===== config.mk =====
export PLATFORM = sky130hd
export DESIGN_NAME = fetch_flat
export DESIGN_NICKNAME = d
export VERILOG_FILES = /design/src/rtl/fetch_pkg.sv /design/src/rtl/fetch_if.sv /design/src/rtl/fetch_queue.sv /design/src/rtl/fetch.sv /design/src/flat_wrapper.sv
export SDC_FILE = /design/constraint.sdc
export NUM_CORES = 1
export LEC_CHECK = 0
export ABC_AREA = 1
export CAP_MARGIN = 10
export CORE_ASPECT_RATIO = 1.25
export CORE_MARGIN = 10
export CORE_UTILIZATION = 35
export CTS_BUF_LIST = sky130_fd_sc_hd__clkbuf_8
export DETAILED_ROUTE_END_ITERATION = 16
export GPL_TIMING_DRIVEN = 0
export PLACE_DENSITY = 0.61
export SLEW_MARGIN = 10
export SYNTH_ARGS = -nofsm -noshare
export SYNTH_HDL_FRONTEND = slang
export SYNTH_SLANG_ARGS = --single-unit

===== constraint.sdc =====
create_clock -name clk -period 13.1 [get_ports clk]
set_clock_uncertainty 0.2 [all_clocks]
set_input_delay 1.31 -clock clk [delete_from_list [all_inputs] [get_ports clk]]
set_output_delay 1.31 -clock clk [all_outputs]
set_load 0.005 [all_outputs]

===== src/rtl/fetch_pkg.sv =====
// Shared types and constants for the instruction fetch stage.
package fetch_pkg;

  typedef enum logic [0:0] {
    FETCH_ST_FETCH = 1'b0,
    FETCH_ST_DRAIN = 1'b1
  } fetch_state_t;

  // r15 reads as the instruction address plus two words
  localparam logic [31:0] PC_READ_OFFSET = 32'd8;

  typedef struct packed {
    logic [31:0] pc;
    logic [31:0] insn;
  } q_entry_t;

endpackage


===== src/rtl/fetch_if.sv =====
// Instruction cache read port: request/wait handshake between fetch and icache.
interface fetch_if;
  logic [31:0] ic_rd_addr;
  logic        ic_rd_req;
  logic        ic_rd_wait;
  logic [31:0] ic_rd_data;

  modport master (output ic_rd_addr, ic_rd_req, input ic_rd_wait, ic_rd_data);
  modport slave  (input ic_rd_addr, ic_rd_req, output ic_rd_wait, ic_rd_data);
endinterface


===== src/rtl/fetch_queue.sv =====
// Flushable prefetch FIFO of {pc, insn}; clear wins over push.
module fetch_queue
  import fetch_pkg::*;
#(
  parameter int QDEPTH = 2
) (
  input  logic     clk,
  input  logic     Nrst,
  input  logic     clr,
  input  logic     push,
  input  logic     pop,
  input  q_entry_t din,
  output q_entry_t dout,
  output logic     full,
  output logic     empty
);
  localparam int AW = $clog2(QDEPTH);
  localparam int CW = AW + 1;

  q_entry_t [QDEPTH-1:0] mem;
  logic [AW-1:0] rd_ptr, wr_ptr;
  logic [CW-1:0] count;
  logic do_push, do_pop;

  assign full    = (count == CW'(QDEPTH));
  assign empty   = (count == '0);
  assign do_push = push & ~full;
  assign do_pop  = pop & ~empty;
  assign dout    = mem[rd_ptr];

  always_ff @(posedge clk) begin
    if (!Nrst || clr) begin
      rd_ptr <= '0;
      wr_ptr <= '0;
      count  <= '0;
    end else begin
      if (do_push) begin
        mem[wr_ptr] <= din;
        wr_ptr      <= wr_ptr + AW'(1);
      end
      if (do_pop) rd_ptr <= rd_ptr + AW'(1);
      count <= count + CW'(do_push) - CW'(do_pop);
    end
  end
endmodule


===== src/rtl/fetch.sv =====
// Instruction fetch stage: owns the fetch PC, streams from the icache into a
// prefetch queue, and redirects on jumps. FETCH_PERF_COUNTERS_EN adds perf counters.
module fetch
  import fetch_pkg::*;
#(
  parameter logic [31:0] RESET_PC = 32'h0000_0000,
  parameter int          QDEPTH   = 2
) (
  input  logic        clk,
  input  logic        Nrst,
  input  logic        stall,
  input  logic        jmp,
  input  logic [31:0] jmppc,
  fetch_if.master     cache,
  output logic        bubble,
  output logic [31:0] insn,
  output logic [31:0] pc
`ifdef FETCH_PERF_COUNTERS_EN
  ,
  output logic [31:0] perf_fetched,
  output logic [31:0] perf_bubbles
`endif
);
  fetch_state_t state;
  logic [31:0]  fetch_pc, target, jtgt;
  logic         pend, req, accept, live, bypass, push, pop;
  logic         q_full, q_empty;
  q_entry_t     q_head, q_in;

  assign jtgt = jmppc & ~32'h3;

  // A request left waiting stays up until the cache answers, whatever the queue does
  always_comb begin
    req = 1'b0;
    if (Nrst) begin
      if (state == FETCH_ST_DRAIN || pend) req = 1'b1;
      else                                 req = ~q_full | (q_empty & ~stall);
    end
  end

  assign accept = req & ~cache.ic_rd_wait;
  assign live   = accept & (state == FETCH_ST_FETCH) & ~jmp;
  assign bypass = live & q_empty & ~stall;
  assign push   = live & ~bypass;
  assign pop    = ~jmp & ~stall & ~q_empty;
  assign q_in   = '{pc: fetch_pc + PC_READ_OFFSET, insn: cache.ic_rd_data};

  assign cache.ic_rd_req  = req;
  assign cache.ic_rd_addr = fetch_pc;

  fetch_queue #(.QDEPTH(QDEPTH)) u_queue (
    .clk   (clk),
    .Nrst  (Nrst),
    .clr   (jmp),
    .push  (push),
    .pop   (pop),
    .din   (q_in),
    .dout  (q_head),
    .full  (q_full),
    .empty (q_empty)
  );

  always_ff @(posedge clk) begin
    if (!Nrst) begin
      state    <= FETCH_ST_FETCH;
      fetch_pc <= RESET_PC;
      target   <= '0;
      pend     <= 1'b0;
      bubble   <= 1'b1;
      insn     <= '0;
      pc       <= '0;
    end else begin
      pend <= (state == FETCH_ST_FETCH) & req & cache.ic_rd_wait & ~jmp;

      if (jmp) begin
        if (req & cache.ic_rd_wait) begin
          state  <= FETCH_ST_DRAIN;
          target <= jtgt;
        end else begin
          state    <= FETCH_ST_FETCH;
          fetch_pc <= jtgt;
        end
      end else if (state == FETCH_ST_DRAIN) begin
        if (accept) begin
          state    <= FETCH_ST_FETCH;
          fetch_pc <= target;
        end
      end else if (accept) begin
        fetch_pc <= fetch_pc + 32'd4;
      end

      if (jmp) begin
        bubble <= 1'b1;
      end else if (!stall) begin
        if (!q_empty) begin
          bubble <= 1'b0;
          insn   <= q_head.insn;
          pc     <= q_head.pc;
        end else if (bypass) begin
          bubble <= 1'b0;
          insn   <= cache.ic_rd_data;
          pc     <= fetch_pc + PC_READ_OFFSET;
        end else begin
          bubble <= 1'b1;
        end
      end
    end
  end

`ifdef FETCH_PERF_COUNTERS_EN
  always_ff @(posedge clk) begin
    if (!Nrst) begin
      perf_fetched <= '0;
      perf_bubbles <= '0;
    end else begin
      if (live)            perf_fetched <= perf_fetched + 32'd1;
      if (bubble && !stall) perf_bubbles <= perf_bubbles + 32'd1;
    end
  end
`endif
endmodule

===== src/flat_wrapper.sv =====
// flat-port wrapper written by rule: the top's interface ports become plain ports
module fetch_flat import fetch_pkg::*;
#(
  parameter logic [31:0] RESET_PC = 32'h0000_0000,
  parameter int          QDEPTH   = 2
)
  (clk, Nrst, stall, jmp, jmppc, bubble, insn, pc, cache_ic_rd_addr, cache_ic_rd_req, cache_ic_rd_wait, cache_ic_rd_data);
  fetch_if cache_i ();
  input  logic clk;
  input  logic Nrst;
  input  logic stall;
  input  logic jmp;
  input  logic [31:0] jmppc;
  output logic bubble;
  output logic [31:0] insn;
  output logic [31:0] pc;
  output wire logic [$bits(cache_i.ic_rd_addr)-1:0] cache_ic_rd_addr;
  output wire logic [$bits(cache_i.ic_rd_req)-1:0] cache_ic_rd_req;
  input wire logic [$bits(cache_i.ic_rd_wait)-1:0] cache_ic_rd_wait;
  input wire logic [$bits(cache_i.ic_rd_data)-1:0] cache_ic_rd_data;
  assign cache_ic_rd_addr = cache_i.ic_rd_addr;
  assign cache_ic_rd_req = cache_i.ic_rd_req;
  assign cache_i.ic_rd_wait = cache_ic_rd_wait;
  assign cache_i.ic_rd_data = cache_ic_rd_data;
  fetch #(.RESET_PC(RESET_PC), .QDEPTH(QDEPTH)) u_core (.clk(clk), .Nrst(Nrst), .stall(stall), .jmp(jmp), .jmppc(jmppc), .cache(cache_i), .bubble(bubble), .insn(insn), .pc(pc));
endmodule

* Word level (Yosys, flattened, before mapping) *
Index checks and enable logic that the tools add are counted.

storage, ports and cells
  bits in registers = 261
  input bits = 69
  logic and storage cells = 84

operators by class
  $add $sub $neg = 6
  reductions and logical operators = 11
  magnitude comparators = 3
  muxes and demuxes = 22
  equality and inequality tests = 3
  bitwise logic cells = 25

operators by type and width
  kind                                                number
  2-to-1 mux 32 bit                                   9
  2-to-1 mux 64 bit                                   3
  bitwise mux 128 bit                                 1
  demux 64 bit (select 1 bit)                         1
  adder 32 x 3 -> 32 bit, second input constant       1
  adder 32 x 4 -> 32 bit, second input constant       1
  AND 1 bit                                           15
  inverter 1 bit                                      9
  2-to-1 mux 1 bit                                    8
  AND reduction 2 bit                                 3
  < comparator 1 x 2 -> 1 bit, second input constant  2
  AND reduction 3 bit                                 1
  adder 1 bit, second input constant                  2
  adder 2 x 1 -> 2 bit                                1
  == test 2 bit, second input constant                1
  logical NOT 2 bit                                   1
  logical OR 1 bit                                    2
  != test 2 x 1 -> 1 bit, second input constant       1
  != test 2 bit, second input constant                1
  nonzero test 2 bit                                  1
  OR reduction 2 bit                                  1
  subtractor 2 x 1 -> 2 bit                           1
  >= comparator 1 bit, second input constant          1
  logical AND 1 bit                                   1
  2 further kinds                                     2

* Logic depth before layout (Yosys ltp) *
  depth after elaboration = 15
  gate-level depth with buffers = 12

* Cells and area by module *
Synthesis repeated with hierarchy kept, for this count alone.

unflattened totals
  cells, all modules = 1,300
  area total of the unflattened synthesis = 11,994.0 um2

modules (own cells, without submodules)
  module       cells each  area an instance (um2)  times used
  fetch        1,062       6,982.9                 1
  fetch_queue  238         5,011.1                 1

* Worst setup path after synthesis *
OpenSTA, ideal clock, no wires.

  path type = input to register
  from = input stall
  to = register u_core.u_queue.mem[0] (netlist name) (enable)
  arrival = 4,295 ps
  path buffers = 0
  setup slack = 8,123 ps
  cell stages on the path = 4
  cell sequence = inv_1 a21oi_1 nand3_1 nor2_1

on the way
  word-level cells in the longest chain between the ends = 14

ends and longest elaborated chain
  element                          line                      text
  start, declared                  flat_wrapper.sv:11        input logic stall;
  inverter 1 bit *                 fetch.sv:37, fetch.sv:43
  AND 1 bit                        fetch.sv:37               else req = ~q_full | (q_empty & ~stall);
  OR 1 bit                         fetch.sv:37
  2-to-1 mux 1 bit                 fetch.sv:36               if (state == FETCH_ST_DRAIN || pend) req = 1'b1;
  2-to-1 mux 1 bit                 fetch.sv:35               if (Nrst) begin
  AND 1 bit                        fetch.sv:41               assign accept = req & ~cache.ic_rd_wait;
  AND 1 bit (2 in a row)           fetch.sv:42               assign live = accept & (state == FETCH_ST_FETCH) & ~jmp;
  AND 1 bit (2 in a row)           fetch.sv:43               assign bypass = live & q_empty & ~stall;
  inverter 1 bit                   fetch.sv:44               assign push = live & ~bypass;
  AND 1 bit *                      fetch.sv:44
  AND 1 bit *                      fetch_queue.sv:27         assign do_push = push & ~full;
  AND reduction 2 bit (no line) *  --
  end signal, assigned by index    fetch_queue.sv:38         mem[wr_ptr] <= din;
  end, declared                    fetch_queue.sv:20         q_entry_t [QDEPTH-1:0] mem;

Every way passes the cells marked *; elsewhere a longest branch is shown, timed or not.
A chain may end at the register's enable or synchronous reset.

* Worst setup path in the final report *
  from = input Nrst
  to = output cache_ic_rd_req

on the way
  word-level cells in the longest chain between the ends = 1

ends and longest elaborated chain
  element           line                text
  start, declared   flat_wrapper.sv:10  input logic Nrst;
  2-to-1 mux 1 bit  fetch.sv:35
  end, declared     flat_wrapper.sv:18  output wire logic [$bits(cache_i.ic_rd_req)-1:0] cache_ic_rd_req;

Every way passes these cells.

==> results.json <==
{
  "core_region_area_um2": 32900,
  "sequential_to_total_area_share_from_yosys_stat_pct": 53.7,
  "drt.antenna.violating_nets": 0,
  "final_setup_violation_count": 0,
  "cts.hold.buffers_added": 0,
  "end_kind": "output pin",
  "cts.sink_count": 253,
  "dp.final_hpwl_um": 28300,
  "critical_path_buf_inv_count": 3,
  "drive_above_1_share_pct": 8.11,
  "layout.filler_cells": 3303,
  "pin_count_of_the_biggest_net_entering_global_routing": 28,
  "timing.final.crit_period_ns": 4.25,
  "crit_fanout": 6,
  "whs_ns": 0.263,
  "finish.instance_area_um2": 14700,
  "synth-edff-count": 124,
  "leading_post_synthesis_cells_by_cell_area": "edfxtp_1, dfxtp_1, nand2_1",
  "worst_setup_path_start_kind": "input pin",
  "worst_path_largest_cell_delay_ns": 0.68,
  "hold_class": "reg -> reg",
  "synth-warning-count": 0,
  "dpl_cell_area_um2": 14000,
  "fmaxAchievable_ghz": 0.235,
  "yosys_most_used_dff": "dfxtp_1",
  "viasPerCell": 5.00,
  "synth.lib_cells_used.distinct": 36,
  "grt_pass1_vias": 10400,
  "report.final.slew_viol_count": 0,
  "timing_hold_violations_final": 0,
  "synthesis_to_finish_area_growth_pct": 25.6,
  "leakage_dissipation_nw": 5.65,
  "pwr_density_cell_nw_per_um2": 114,
  "post_cts.resized_instances": 0,
  "gr-total-overflow": 0,
  "timing.critical_path.arrival_ns": 2.74,
  "power.internal_mw": 1.24,
  "grt_first_pass_wirelength_um": 58000,
  "total_die_area_um2": 41300,
  "worst_setup_hold_path_clk_slew_ns": 0.06,
  "setup_tns_ns": 0,
  "cts_inserted_buffers": 41,
  "clock_insertion_delay_worst_skew_ns": 0.57,
  "detail_route.drc_violations": 0,
  "layout_worst_path_cycle_share_pct": 32.5,
  "swShare_pct": 26.0,
  "synth.largest_area_cell": "edfxtp_1",
  "criticalPathCategory": "in -> out",
  "post-synth-top-count-cell": "nand2_1",
  "grtUsageTotal_pct": 17.9,
  "path_cells": "clkdlybuf4s50_1 > nand2_2 > inv_2 > clkdlybuf4s50_1",
  "route.detailed.wl_per_inst_um": 17.8,
  "worst-endpoint-required_ns": 11.59,
  "worst_path_dominant_cell_family": "buffers and inverters",
  "drt_wl_total_um": 37800,
  "max-cap-violations": 0,
  "power_frac_clock_pct": 37.5,
  "power.sequential.fraction_pct": 52.0,
  "status": "completed",
  "cts_root_buffer": "clkbuf_8",
  "post_synthesis_cells": 1459,
  "finalNetCount": 1742,
  "synth_top_area_share_pct": 31.7,
  "worst_pin_slew_ns": 1.07,
  "chipWidth_um": 184,
  "placement.io_buffers": 160,
  "post_synth.cell_area_avg_um2": 8.04,
  "via_count": 10600,
  "yosys_register_bits": 253,
  "slew-limit-headroom_pct": 28.6,
  "detailedRoute.firstPassIterationCount": 5,
  "timing.critical_path.slowest_stage_cell": "clkdlybuf4s50_1",
  "vdd_ir_drop_max_uv": 53.6,
  "postCtsSetupBuffers": 0,
  "setup_repair_after_global_routing_missed_its_margin": "no",
  "p_sw_uw": 436,
  "combPwrFrac_pct": 10.5,
  "placement_rows": 74,
  "tritoncts": "yes",
  "ctsHtreeMaxLevel": 2,
  "die-height_um": 225,
  "n_antenna_cell": 0,
  "antenna_violations_before_repair": 0,
  "ys_async_sr_fraction_pct": 0,
  "cpMostUsedCell": "clkdlybuf4s50_1",
  "initial_utilization_pct": 35.7,
  "clock_path_buffers": 3,
  "number_of_violations_reported_at_the_end_of_detailed_routing_iteration_0": 821,
  "netlist_top_cells_count": "nand2_1, nor2_1, dfxtp_1, edfxtp_1, a21oi_1",
  "syn_area_um2": 11700,
  "place.gp.congestion": 0.907,
  "boundaryPins": 167
}
==> kinds of logic (layout without fill, tap and decap cells) <==
group | after synthesis | count (layout) | synth area share, %
muxes | 2 | 2 | 0.171
adders and majority gates | 4 | 4 | 0.426
DFF | 253 | 253 | 53.7
AOI/OAI and AO/OA | 222 | 222 | 10.0
and+or+nand+nor | 795 | 795 | 28.0
xor gates and xnor gates | 16 | 16 | 1.19
buffers and inverters | 166 | 406 | 6.36
other | 1 | 4 | 0.0320
==> layout make-up <==
class | instances | area [um2] | share of cell area (%)
Tap cell | 418 | 523 | 3.55
Clock buffer | 45 | 619 | 4.20
Sequential cell | 253 | 6310 | 42.8
Timing Repair Buffer | 164 | 1700 | 11.5
Clock inverter | 31 | 134 | 0.909
Buffer | 83 | 434 | 2.95
Inverter | 83 | 313 | 2.12
Multi-Input combinational cell | 1043 | 4710 | 32.0
==> cells in the final DEF (no fill, tap or decap), drive strengths merged, types with 12 or more instances in the layout <==
cell	count
o21ai	68
inv	105
buf	44
clkdlybuf4s50	160
a31oi	35
a21oi	108
nand3	104
nand2	457
nor2	217
edfxtp	124
dfxtp	129
clkbuf	88
xor2	12
==> power by group through the flow <==
stage	Combinational [mW]	Clock [mW]	Sequential [mW]
after floorplan	0.0872	0	0.883
after global placement	0.172	0	0.889
after detailed placement	0.175	0	0.888
after CTS	0.176	0.643	0.872
after global routing	0.194	0.683	0.874
final	0.176	0.630	0.872
==> metal layers <==
layer | wire, um | GRT usage [%] | part of all wire [%] | vias up
met4 | 1110 | 6.41 | 2.9 | 0
met3 | 2530 | 3.53 | 6.7 | 64
li1 | - | - | - | 5209
met5 | 0 | 0 | 0 | -
met2 | 18600 | 31.3 | 49 | 385
met1 | 15600 | 21.2 | 41 | 4934
==> registers in the layout (all words and copies together) (netlist names), 2 cells and up <==
name and flops:
u_core.insn 32, u_core.u_queue.count 2, u_core.u_queue.mem 124, u_core.pc 30, u_core.cache.ic_rd_addr 30, u_core.target 30
==> per-stage QoR <==
| step | instances | utilization (%) | power (mW) | setup slack, ns |
|---|---|---|---|---|
| 2_1_floorplan | 1462 | - | 0.970 | 8.12 |
| 3_3_place_gp | 2040 | 42.2 | 1.06 | 5.62 |
| 3_5_place_dp | 2044 | 42.5 | 1.06 | 8.83 |
| 4_1_cts | 2120 | 44.8 | 1.69 | 8.83 |
| 5_1_grt | 2120 | 44.8 | 1.75 | 8.79 |
| 6_report | 2120 | 44.8 | 1.68 | 8.85 |
==> worst min-delay path, cell delays in order (launching register included) <==
cell and delay [ns]:
dfxtp_1 0.31, nand2_1 0.06, a21oi_1 0.05
==> worst paths after layout <==
kind	from	endpoint	slack (ns)	cells after the start
max	Nrst	cache_ic_rd_req	8.85	4
min	u_core.target[29]	u_core.target[29]	0.26	2
max reg2reg	u_core.state	u_core.u_queue.mem[25]	10.66	8
min reg2reg	u_core.target[29]	u_core.target[29]	0.26	2
Note: power is estimated with default switching activity, not from simulation.
